File: src/rtl/fast_pkg.sv
// fast_pkg: shared state encoding and corner record layout for the FAST stream controller.
package fast_pkg;
  typedef enum logic [1:0] {IDLE, RUN, FLUSH, DONE} state_t;
  localparam int COORD_W = 10;
  localparam int X_OFF = 0;
  localparam int Y_OFF = COORD_W;
  localparam int SCORE_OFF = 2 * COORD_W;
endpackage

File: src/rtl/fast_stream_ctrl_if.sv
// fast_stream_ctrl_if: pixel input stream, pipeline core strobes and corner record output stream.
interface fast_stream_ctrl_if #(
  parameter int PIXEL_WIDTH = 8,
  parameter int SCORE_WIDTH = 13
) ();
  import fast_pkg::*;
  logic                   s_valid;
  logic                   s_ready;
  logic                   s_sof;
  logic [PIXEL_WIDTH-1:0] s_data;
  logic                   core_ce;
  logic [PIXEL_WIDTH-1:0] core_data;
  logic                   core_iscorner;
  logic [SCORE_WIDTH-1:0] core_score;
  logic                   m_valid;
  logic                   m_ready;
  logic [COORD_W-1:0]     m_x;
  logic [COORD_W-1:0]     m_y;
  logic [SCORE_WIDTH-1:0] m_score;
  modport master (
    input  s_valid, s_sof, s_data, core_iscorner, core_score, m_ready,
    output s_ready, core_ce, core_data, m_valid, m_x, m_y, m_score
  );
  modport slave (
    output s_valid, s_sof, s_data, core_iscorner, core_score, m_ready,
    input  s_ready, core_ce, core_data, m_valid, m_x, m_y, m_score
  );
endinterface

File: src/rtl/fast_corner_fifo.sv
// fast_corner_fifo: first-word-fall-through FIFO for corner records; push at full is taken only with a pop.
module fast_corner_fifo #(
  parameter int WIDTH = 33,
  parameter int DEPTH = 16
) (
  input  logic                     clk,
  input  logic                     rst,
  input  logic                     push,
  input  logic [WIDTH-1:0]         din,
  input  logic                     pop,
  output logic [WIDTH-1:0]         dout,
  output logic                     full,
  output logic                     empty,
  output logic [$clog2(DEPTH):0]   count
);
  localparam int AW = $clog2(DEPTH);
  logic [WIDTH-1:0] mem [DEPTH];
  logic [AW:0] wp, rp;
  logic we, re;
  assign re = pop && !empty;
  assign we = push && (!full || re);
  assign count = wp - rp;
  assign empty = wp == rp;
  assign full = (wp ^ rp) == {1'b1, {AW{1'b0}}};
  assign dout = mem[rp[AW-1:0]];
  always_ff @(posedge clk or negedge rst)
    if (!rst) begin
      wp <= '0;
      rp <= '0;
    end else begin
      if (we) wp <= wp + 1'b1;
      if (re) rp <= rp + 1'b1;
    end
  always_ff @(posedge clk)
    if (we) mem[wp[AW-1:0]] <= din;
endmodule

File: src/rtl/fast_stream_ctrl.sv
// fast_stream_ctrl: sequences the FAST corner pipeline, tags results with centre coordinates and queues corners.
// Define FAST_CORNER_CNT_EN to add the per-frame corner_cnt output.
module fast_stream_ctrl
  import fast_pkg::*;
#(
  parameter int COL_NUM     = 640,
  parameter int ROW_NUM     = 480,
  parameter int PIXEL_WIDTH = 8,
  parameter int PIPE_LAT    = 8,
  parameter int BORDER      = 3,
  parameter int FIFO_DEPTH  = 16,
  parameter int SCORE_WIDTH = 13
) (
  input  logic clk,
  input  logic rst,
  fast_stream_ctrl_if.master bus,
  output logic frame_done,
  output logic sof_err
`ifdef FAST_CORNER_CNT_EN
  , output logic [19:0] corner_cnt
`endif
);
  localparam int N    = COL_NUM * ROW_NUM;
  localparam int LEAD = PIPE_LAT + 3 * COL_NUM + 3;
  localparam int W    = SCORE_OFF + SCORE_WIDTH;
  localparam int IW   = $clog2(N);
  localparam int CW   = $clog2(LEAD + 1);
  state_t state, nxt;
  logic act, live, start, trk, wrap, in_x, in_y, push, full, empty;
  logic [IW-1:0] in_cnt;
  logic [CW-1:0] ce_cnt;
  logic [COORD_W-1:0] rx, ry;
  logic [W-1:0] dout;
  logic [$clog2(FIFO_DEPTH):0] count;
  always_ff @(posedge clk or negedge rst)
    if (!rst) state <= IDLE;
    else state <= nxt;
  always_comb begin
    nxt = state;
    bus.s_ready = 1'b0;
    bus.core_ce = 1'b0;
    frame_done = 1'b0;
    unique case (state)
      IDLE: begin
        bus.s_ready = act;
        bus.core_ce = act && bus.s_valid && bus.s_sof;
        if (bus.core_ce) nxt = RUN;
      end
      RUN: begin
        bus.s_ready = act && !full;
        bus.core_ce = bus.s_valid && bus.s_ready;
        if (bus.core_ce && !bus.s_sof && in_cnt == IW'(N - 1)) nxt = FLUSH;
      end
      FLUSH: begin
        bus.core_ce = !full;
        if (bus.core_ce && in_cnt == IW'(PIPE_LAT - 1)) nxt = DONE;
      end
      DONE: begin
        frame_done = 1'b1;
        nxt = IDLE;
      end
    endcase
  end
  // act keeps the stream closed while reset is held, since IDLE alone would advertise ready
  assign live = state == IDLE || state == RUN;
  assign bus.core_data = (act && live) ? bus.s_data : {PIXEL_WIDTH{1'b0}};
  assign start = bus.core_ce && bus.s_sof && live;
  assign trk = ce_cnt == CW'(LEAD);
  assign wrap = rx == COORD_W'(COL_NUM - 1);
  assign in_x = rx >= COORD_W'(BORDER) && rx <= COORD_W'(COL_NUM - 1 - BORDER);
  assign in_y = ry >= COORD_W'(BORDER) && ry <= COORD_W'(ROW_NUM - 1 - BORDER);
  assign push = bus.core_ce && !start && trk && bus.core_iscorner && in_x && in_y;
  always_ff @(posedge clk or negedge rst)
    if (!rst) begin
      act <= 1'b0;
      in_cnt <= '0;
      ce_cnt <= '0;
      rx <= '0;
      ry <= '0;
      sof_err <= 1'b0;
    end else begin
      act <= 1'b1;
      if (start) begin
        in_cnt <= IW'(1);
        ce_cnt <= CW'(1);
        rx <= '0;
        ry <= '0;
        if (state == RUN) sof_err <= 1'b1;
      end else if (bus.core_ce) begin
        in_cnt <= (nxt != state) ? '0 : in_cnt + 1'b1;
        if (trk) begin
          rx <= wrap ? '0 : rx + 1'b1;
          ry <= ry + COORD_W'(wrap);
        end else ce_cnt <= ce_cnt + 1'b1;
      end
    end
  fast_corner_fifo #(.WIDTH(W), .DEPTH(FIFO_DEPTH)) u_fifo (
    .clk(clk),
    .rst(rst),
    .push(push),
    .din({bus.core_score, ry, rx}),
    .pop(bus.m_valid && bus.m_ready),
    .dout(dout),
    .full(full),
    .empty(empty),
    .count(count)
  );
  assign bus.m_valid = |count;
  assign bus.m_x = empty ? '0 : dout[X_OFF +: COORD_W];
  assign bus.m_y = empty ? '0 : dout[Y_OFF +: COORD_W];
  assign bus.m_score = empty ? '0 : dout[SCORE_OFF +: SCORE_WIDTH];
`ifdef FAST_CORNER_CNT_EN
  logic [19:0] cnt;
  always_ff @(posedge clk or negedge rst)
    if (!rst) begin
      cnt <= '0;
      corner_cnt <= '0;
    end else begin
      if (start) cnt <= '0;
      else if (push && cnt != '1) cnt <= cnt + 1'b1;
      if (frame_done) corner_cnt <= cnt;
    end
`endif
endmodule

File: src/flat_wrapper.sv
// flat-port wrapper written by rule: the top's interface ports become plain ports
module fast_stream_ctrl_flat import fast_pkg::*;
#(
  parameter int COL_NUM     = 640,
  parameter int ROW_NUM     = 480,
  parameter int PIXEL_WIDTH = 8,
  parameter int PIPE_LAT    = 8,
  parameter int BORDER      = 3,
  parameter int FIFO_DEPTH  = 16,
  parameter int SCORE_WIDTH = 13
)
  (clk, rst, frame_done, sof_err, bus_s_valid, bus_s_sof, bus_s_data, bus_core_iscorner, bus_core_score, bus_m_ready, bus_s_ready, bus_core_ce, bus_core_data, bus_m_valid, bus_m_x, bus_m_y, bus_m_score);
  fast_stream_ctrl_if #(.PIXEL_WIDTH(PIXEL_WIDTH), .SCORE_WIDTH(SCORE_WIDTH)) bus_i ();
  input  logic clk;
  input  logic rst;
  output logic frame_done;
  output logic sof_err;
  input wire logic [$bits(bus_i.s_valid)-1:0] bus_s_valid;
  input wire logic [$bits(bus_i.s_sof)-1:0] bus_s_sof;
  input wire logic [$bits(bus_i.s_data)-1:0] bus_s_data;
  input wire logic [$bits(bus_i.core_iscorner)-1:0] bus_core_iscorner;
  input wire logic [$bits(bus_i.core_score)-1:0] bus_core_score;
  input wire logic [$bits(bus_i.m_ready)-1:0] bus_m_ready;
  output wire logic [$bits(bus_i.s_ready)-1:0] bus_s_ready;
  output wire logic [$bits(bus_i.core_ce)-1:0] bus_core_ce;
  output wire logic [$bits(bus_i.core_data)-1:0] bus_core_data;
  output wire logic [$bits(bus_i.m_valid)-1:0] bus_m_valid;
  output wire logic [$bits(bus_i.m_x)-1:0] bus_m_x;
  output wire logic [$bits(bus_i.m_y)-1:0] bus_m_y;
  output wire logic [$bits(bus_i.m_score)-1:0] bus_m_score;
  assign bus_i.s_valid = bus_s_valid;
  assign bus_i.s_sof = bus_s_sof;
  assign bus_i.s_data = bus_s_data;
  assign bus_i.core_iscorner = bus_core_iscorner;
  assign bus_i.core_score = bus_core_score;
  assign bus_i.m_ready = bus_m_ready;
  assign bus_s_ready = bus_i.s_ready;
  assign bus_core_ce = bus_i.core_ce;
  assign bus_core_data = bus_i.core_data;
  assign bus_m_valid = bus_i.m_valid;
  assign bus_m_x = bus_i.m_x;
  assign bus_m_y = bus_i.m_y;
  assign bus_m_score = bus_i.m_score;
  fast_stream_ctrl #(.COL_NUM(COL_NUM), .ROW_NUM(ROW_NUM), .PIXEL_WIDTH(PIXEL_WIDTH), .PIPE_LAT(PIPE_LAT), .BORDER(BORDER), .FIFO_DEPTH(FIFO_DEPTH), .SCORE_WIDTH(SCORE_WIDTH)) u_core (.clk(clk), .rst(rst), .bus(bus_i), .frame_done(frame_done), .sof_err(sof_err));
endmodule
File: config.mk
export PLATFORM = sky130hd
export DESIGN_NAME = fast_stream_ctrl_flat
export DESIGN_NICKNAME = d
export VERILOG_FILES = /design/src/rtl/fast_pkg.sv /design/src/rtl/fast_stream_ctrl_if.sv /design/src/rtl/fast_corner_fifo.sv /design/src/rtl/fast_stream_ctrl.sv /design/src/flat_wrapper.sv
export SDC_FILE = /design/constraint.sdc
export NUM_CORES = 1
export LEC_CHECK = 0
export ABC_AREA = 1
export BUFFER_PORTS_ARGS = -buffer_cell sky130_fd_sc_hd__buf_2
export CAP_MARGIN = 20
export CORE_MARGIN = 1
export CORE_UTILIZATION = 61
export DETAILED_ROUTE_END_ITERATION = 8
export PLACE_DENSITY = 0.78
export SLEW_MARGIN = 10
export SYNTH_ARGS = -nofsm -noshare
export SYNTH_HDL_FRONTEND = slang
export SYNTH_HIERARCHICAL = 1
export SYNTH_SLANG_ARGS = --single-unit
export TNS_END_PERCENT = 20
File: constraint.sdc
create_clock -name clk -period 6.92 [get_ports clk]
set_clock_uncertainty 0.15 [all_clocks]
set_input_delay 0.692 -clock clk [delete_from_list [all_inputs] [get_ports clk]]
set_output_delay 0.692 -clock clk [all_outputs]
set_load 0.02 [all_outputs]
# Word level (Yosys, flattened, before mapping)
# Memories as Yosys holds them, arrays and structs flattened.
# Cells that the tools add are included.
# W data, S select, Z words.
dict set report word_totals {
  reg_bits 64
  mem_bits_rw 528
  in_bits 27
  out_inout_bits 46
  elab_cells 92
  memories 1
}
# name depth width read_ports rd_ports_with_merged_regs wr line
set mem_list {}
lappend mem_list {u_core.u_fifo.mem 16 33 1 0 1 fast_corner_fifo.sv:17} ;# logic [WIDTH-1:0] mem [DEPTH];
dict set report op_classes {
  add_sub_neg 7
  magnitude_cmp 4
  n_eq_ne 11
  n_mux 26
  bitwise_logic 1
  n_reduce_logical 33
}
# cell n
set op_table {}
lappend op_table {{$mux W10} 9}
lappend op_table {{$mux W19} 3}
lappend op_table {{$mux W11} 3}
lappend op_table {{$ge A10 B2 Y1 const B} 2}
lappend op_table {{$logic_and A1 B1 Y1} 20}
lappend op_table {{$add A19 B1 Y19 const B} 1}
lappend op_table {{$eq A19 B19 Y1 const B} 1}
lappend op_table {{$eq A19 B3 Y1 const B} 1}
lappend op_table {{$mux W13} 1}
lappend op_table {{$add A11 B1 Y11 const B} 1}
lappend op_table {{$eq A11 B11 Y1 const B} 1}
lappend op_table {{$add A10 B1 Y10} 1}
lappend op_table {{$add A10 B1 Y10 const B} 1}
lappend op_table {{$add A5 B1 Y5 const B} 2}
lappend op_table {{$eq A10 B10 Y1 const B} 1}
lappend op_table {{$le A10 B10 Y1 const B} 1}
lappend op_table {{$le A10 B9 Y1 const B} 1}
lappend op_table {{$mux W8} 1}
lappend op_table {{$pmux W2 S4} 1}
lappend op_table {{$mux W2} 3}
lappend op_table {{$reduce_and A2 Y1} 3}
lappend op_table {{$eq A5 B5 Y1} 1}
lappend op_table {{$eq A5 B5 Y1 const B} 1}
lappend op_table {{$reduce_or A5 Y1} 1}
lappend op_table {{13 further kinds} 21}

# Longest topological paths before layout
dict set report depth {
  depth_word 17
  ltp_mapped 19
  ltp_nobuf 16
}

# By module
# The synthesis kept the hierarchy.
# mod instances cells_each area_each_um2 seq_area_each_um2
set modules_own_cells {}
lappend modules_own_cells {fast_corner_fifo 1 2382 23886.7 16105.4}
lappend modules_own_cells {fast_stream_ctrl 1 495 3673.5 1351.3}

# Worst setup path after synthesis
# Ideal clock, no wire load.
dict set report synth_timing {
  path_type {register to register}
  startpoint {reg u_core.u_fifo.rp[2]}
  endpoint {mem u_core.u_fifo.mem[12][0] (enable)}
  setup_ns 0.423
  arrival_ns 4.310
  required_ns 6.347
  slack_ns 2.037
  path_stages_with_launch 17
  n_path_buf 3
  synth_period_minus_slack_ns 4.883
  path_cell_list {dfrtp_1 > buf_4 > clkinv_1 > buf_2 > ha_1 > nand2_1 > nor3_1 > nand3b_1 > nand3_4 > nand3_4 > nand4_2 > inv_2 > nand2_1 > nor2_1 > nand2_2 > buf_4 > nor2_1}
}
dict set report synth_via {
  elab_chain_cells 17
  word_cells_on_any_way 24
  cone_classes {add/sub: 1; eq/ne: 2; mux: 3; bitwise: 1; reduce/logical: 17}
}
# item line
set synth_lines {}
lappend synth_lines {{from (decl)} fast_corner_fifo.sv:18} ;# logic [AW:0] wp, rp;
lappend synth_lines {{from (signal assigned)} fast_corner_fifo.sv:32} ;# if (re) rp <= rp + 1'b1;
lappend synth_lines {{$xor A5 B5 Y5 *} fast_corner_fifo.sv:24} ;# assign full = (wp ^ rp) == {1'b1, {AW{1'b0}}};
lappend synth_lines {{$eq A5 B5 Y1 *} fast_corner_fifo.sv:24}
lappend synth_lines {{via u_core.full} fast_stream_ctrl.sv:29} ;# logic act, live, start, trk, wrap, in_x, in_y, push, full, empty;
lappend synth_lines {{$logic_not A1 Y1 *} {fast_stream_ctrl.sv:50, fast_stream_ctrl.sv:55}}
lappend synth_lines {{$logic_and A1 B1 Y1} fast_stream_ctrl.sv:50} ;# bus.s_ready = act && !full;
lappend synth_lines {{$logic_and A1 B1 Y1} fast_stream_ctrl.sv:51} ;# bus.core_ce = bus.s_valid && bus.s_ready;
lappend synth_lines {{$pmux W1 S3 *} fast_stream_ctrl.sv:43} ;# unique case (state)
lappend synth_lines {{$logic_and A1 B1 Y1 (2 in series)} fast_stream_ctrl.sv:67} ;# assign start = bus.core_ce && bus.s_sof && live;
lappend synth_lines {{$logic_not A1 Y1} fast_stream_ctrl.sv:72} ;# assign push = bus.core_ce && !start && trk && bus.core_iscorner && in_x && in_y;
lappend synth_lines {{$logic_and A1 B1 Y1 * (5 in series)} fast_stream_ctrl.sv:72}
lappend synth_lines {{via u_core.push} fast_stream_ctrl.sv:29}
lappend synth_lines {{$logic_and A1 B1 Y1 *} fast_corner_fifo.sv:21} ;# assign we = push && (!full || re);
lappend synth_lines {{$mux W1 *} fast_corner_fifo.sv:35} ;# if (we) mem[wp[AW-1:0]] <= din;
lappend synth_lines {{$mux W1 (implied by the code) *} fast_corner_fifo.sv:35}
lappend synth_lines {{to (decl)} fast_corner_fifo.sv:17}
# Mark *: on every way through the listed nets, which the timed path passes. The rest lies on a longest branch.

# Final worst setup path
dict set report layout_timing {
  startpoint {reg u_core.u_fifo.rp[2]}
  endpoint {mem u_core.u_fifo.mem[14][3] (enable)}
}
# The elaborated chain is that of the path after synthesis.

==> flow_summary.toml <==
[worst_setup_path]
endpoint = "u_core/u_fifo/mem[14][3]"
crit_fanout = 38
cp-end-kind = "flip-flop"
required_ns = 6.99
rr_worst_depth = 14
cp-startpoint = "u_core/u_fifo/rp[2]"
critPathLaunchType = "flip-flop"
crit_arrival_ns = 5.92
crit_type = "flip-flop to flip-flop"
r2r_setup_slack_ns = 1.06
r2r-end = "u_core/u_fifo/mem[14][3]"
reg2reg_from = "u_core/u_fifo/rp[2]"

[place]
place_area_sq_um = 28200
gp_congestion = 0.913
portBuffers = 72
placed_cells = 3435
dp_hpwl_um = 39900

[logic_synthesis]
ys_ff_latch = 592
synth_nets = 2920
synthTopCellsByArea = "edfxtp_1 58%, nand2_1 12%, inv_1 7.9%"
ys_warn_count = 6
async_flop_share = 0.108
ys_seq_area_frac = 0.633
synthTopCellsByCount = "899 x nand2_1, 580 x inv_1, 528 x edfxtp_1"
synth_edf_count = 528
synth_ff_type = "edfxtp_1"
syn-instance-count = 2877
yosys.area_share.simple = 0.219
synth_compound_area_frac = 0.0156
synth.distinct_cells = 44
synthAdderAreaFrac = 0.00754
synth_mux_area_frac = 0
synth_most_common_cell = "nand2_1"
avgSynthCellArea_sq_um = 9.58
yosysTopAreaCell = "edfxtp_1"
netlist_area_sq_um = 27600
synth_xor_area_frac = 0.0146
synth_top_family_by_area = "simple AND/OR/NAND/NOR gates"
yosysTopAreaCellShare = 0.575

[global_routing]
grt_pass1_wl_um = 104000
overflow = 0
grt_pass1_vias = 19000
groute.usage.overall = 0.294
antenna_found_initial = 4
grt_max_degree = 119

[drt]
postRouteAntennaNets = 0
wl_per_cell_um = 19.0
vias_per_cell = 5.52
wirelength_um = 67400
vias = 19600
drt_iter0_drc = 2553
drc = 0
first_pass_iters = 6

[clocking]
cts_resized = 0
clk_latency_ns = 0.61
cts_buffer_depth = 3
htreeDepth = 2
cts_hold_buf = 0
cts_tree = "done"
clockRootBuffer = "clkbuf_16"
cts_sinks = 592
cts_buffers = 58
cts.clk_slew.worst_paths_ns = 0.06
cts_setup_buffers = 0

[floorplanning]
row_count = 77
initial_core_util = 0.621
core_area_sq_um = 44400
pin_count = 73
dieHeight_um = 215
die-area_sq_um = 46000
die_w_um = 215

[status]
status = "completed"

[timing]
finalMaxSlewViolations = 0
period_share = 0.847
fin_crit_ns = 5.86
slew_headroom = 0.239
rsz0062_at_grt = "no"
tns_ns = 0
final_hold_viol_count = 0
setup_viol = 0
worst_pin_slew_ns = 1.14
timing.fmax_mhz = 171

[finish]
instances_no_fill = 3553
final_net_count = 2955
final_layout_size_suffix_gt1_frac = 0.0885
final_area_sq_um = 30300
fillerInstances = 3224
syn_to_final_growth_pct = 9.89
final_util = 0.682

[power_and_ir_drop]
leakagePower_uw = 0.0136
max-vdd-ir-drop_mv = 0.295
powerDensity_nw_per_um2 = 374

[hold_path]
min_path_type = "primary input to asynchronous set/reset pin"

[job]
drv_cap = 0
stage by stage:
step | setup WS, ns | total power, uW | hold slack [ns]
2_1_floorplan | 2.04 | 7100 | 0.246
3_3_place_gp | 1.31 | 8100 | 0.305
3_5_place_dp | 1.19 | 8190 | 0.315
4_1_cts | 1.16 | 11300 | 0.133
5_1_grt | 0.810 | 11900 | 0.174
6_report | 1.06 | 11300 | 0.106
placed cells by master, fill, tap and decap left out, types with 10 or more instances in the layout:
master / synthesis / routed
nand2_1: 899 / 899
inv_1: 580 / 580
edfxtp_1: 528 / 528
nand3_1: 376 / 376
nor2_1: 91 / 75
buf_2: 58 / 72
dfrtp_1: 64 / 61
clkbuf_16: 0 / 59
xor2_1: 43 / 43
o21ai_0: 21 / 21
inv_2: 21 / 20
nor2_4: 1 / 18
nor3_1: 16 / 16
clkinv_2: 0 / 15
ha_1: 15 / 15
clkinv_1: 2 / 14
buf_4: 20 / 14
o21ai_1: 14 / 14
a21oi_2: 10 / 10
cell type report:
cell class | count | area, sq um | area share
flip-flops and latches | 592 | 17500 | 0.577
multi-input cells | 1559 | 7200 | 0.238
inverters | 604 | 2270 | 0.0751
clock buffers | 65 | 1510 | 0.0498
well taps | 592 | 741 | 0.0245
repair buffers | 97 | 708 | 0.0234
clock inverters | 43 | 382 | 0.0126
diodes | 1 | 2.50 | 0.0000826
report_power, final:
part           switching, uW  internal [uW]
clock                   1330           1790
sequential               374           4110
combinational           2670           1050
flip-flops by register name, summed over array words and instances (netlist names):
name / flops
u_core/act: 1
u_core/ce_cnt: 11
u_core/in_cnt: 19
u_core/rx: 10
u_core/ry: 10
u_core/sof_err: 1
u_core/state: 2
u_core/u_fifo/mem: 528
u_core/u_fifo/rp: 5
u_core/u_fifo/wp: 5
critical path, stage by stage, from the launching register on:
cell      delay [ns]
dfrtp_2         0.88
clkinv_1        0.28
ha_1            0.43
nand2_1         0.12
nor3_1          0.44
nor2_1          0.13
nand2_1         0.13
nand3_4         0.09
nand3_4         0.18
nand4_2         0.11
inv_2           0.18
nand2_1         0.16
nor2_1          0.42
nand2_2         0.62
nor2_4          1.09
worst min path at each step:
stage / from / to
2_1_floorplan: rst / u_core/act
3_3_place_gp: u_core/sof_err / u_core/sof_err
3_5_place_dp: u_core/sof_err / u_core/sof_err
4_1_cts: rst / u_core/in_cnt[10]
5_1_grt: rst / u_core/in_cnt[8]
6_report: rst / u_core/in_cnt[15]
cells by family after synthesis:
family,Yosys count
xor gates and xnor gates,46
buffers and inverters,726
AOI/OAI and AO/OA,71
other,1
DFF,592
adders and majority gates,16
and+or+nand+nor,1425
layer usage:
metal | track usage | vias to the layer above | routed length (um)
li1 | - | 9130 | -
met1 | 0.394 | 9234 | 26100
met2 | 0.469 | 1082 | 31700
met3 | 0.0620 | 156 | 6980
met4 | 0.124 | 2 | 2630
met5 | 0 | - | 18
No activity file was read; power rests on OpenSTA's default activity.
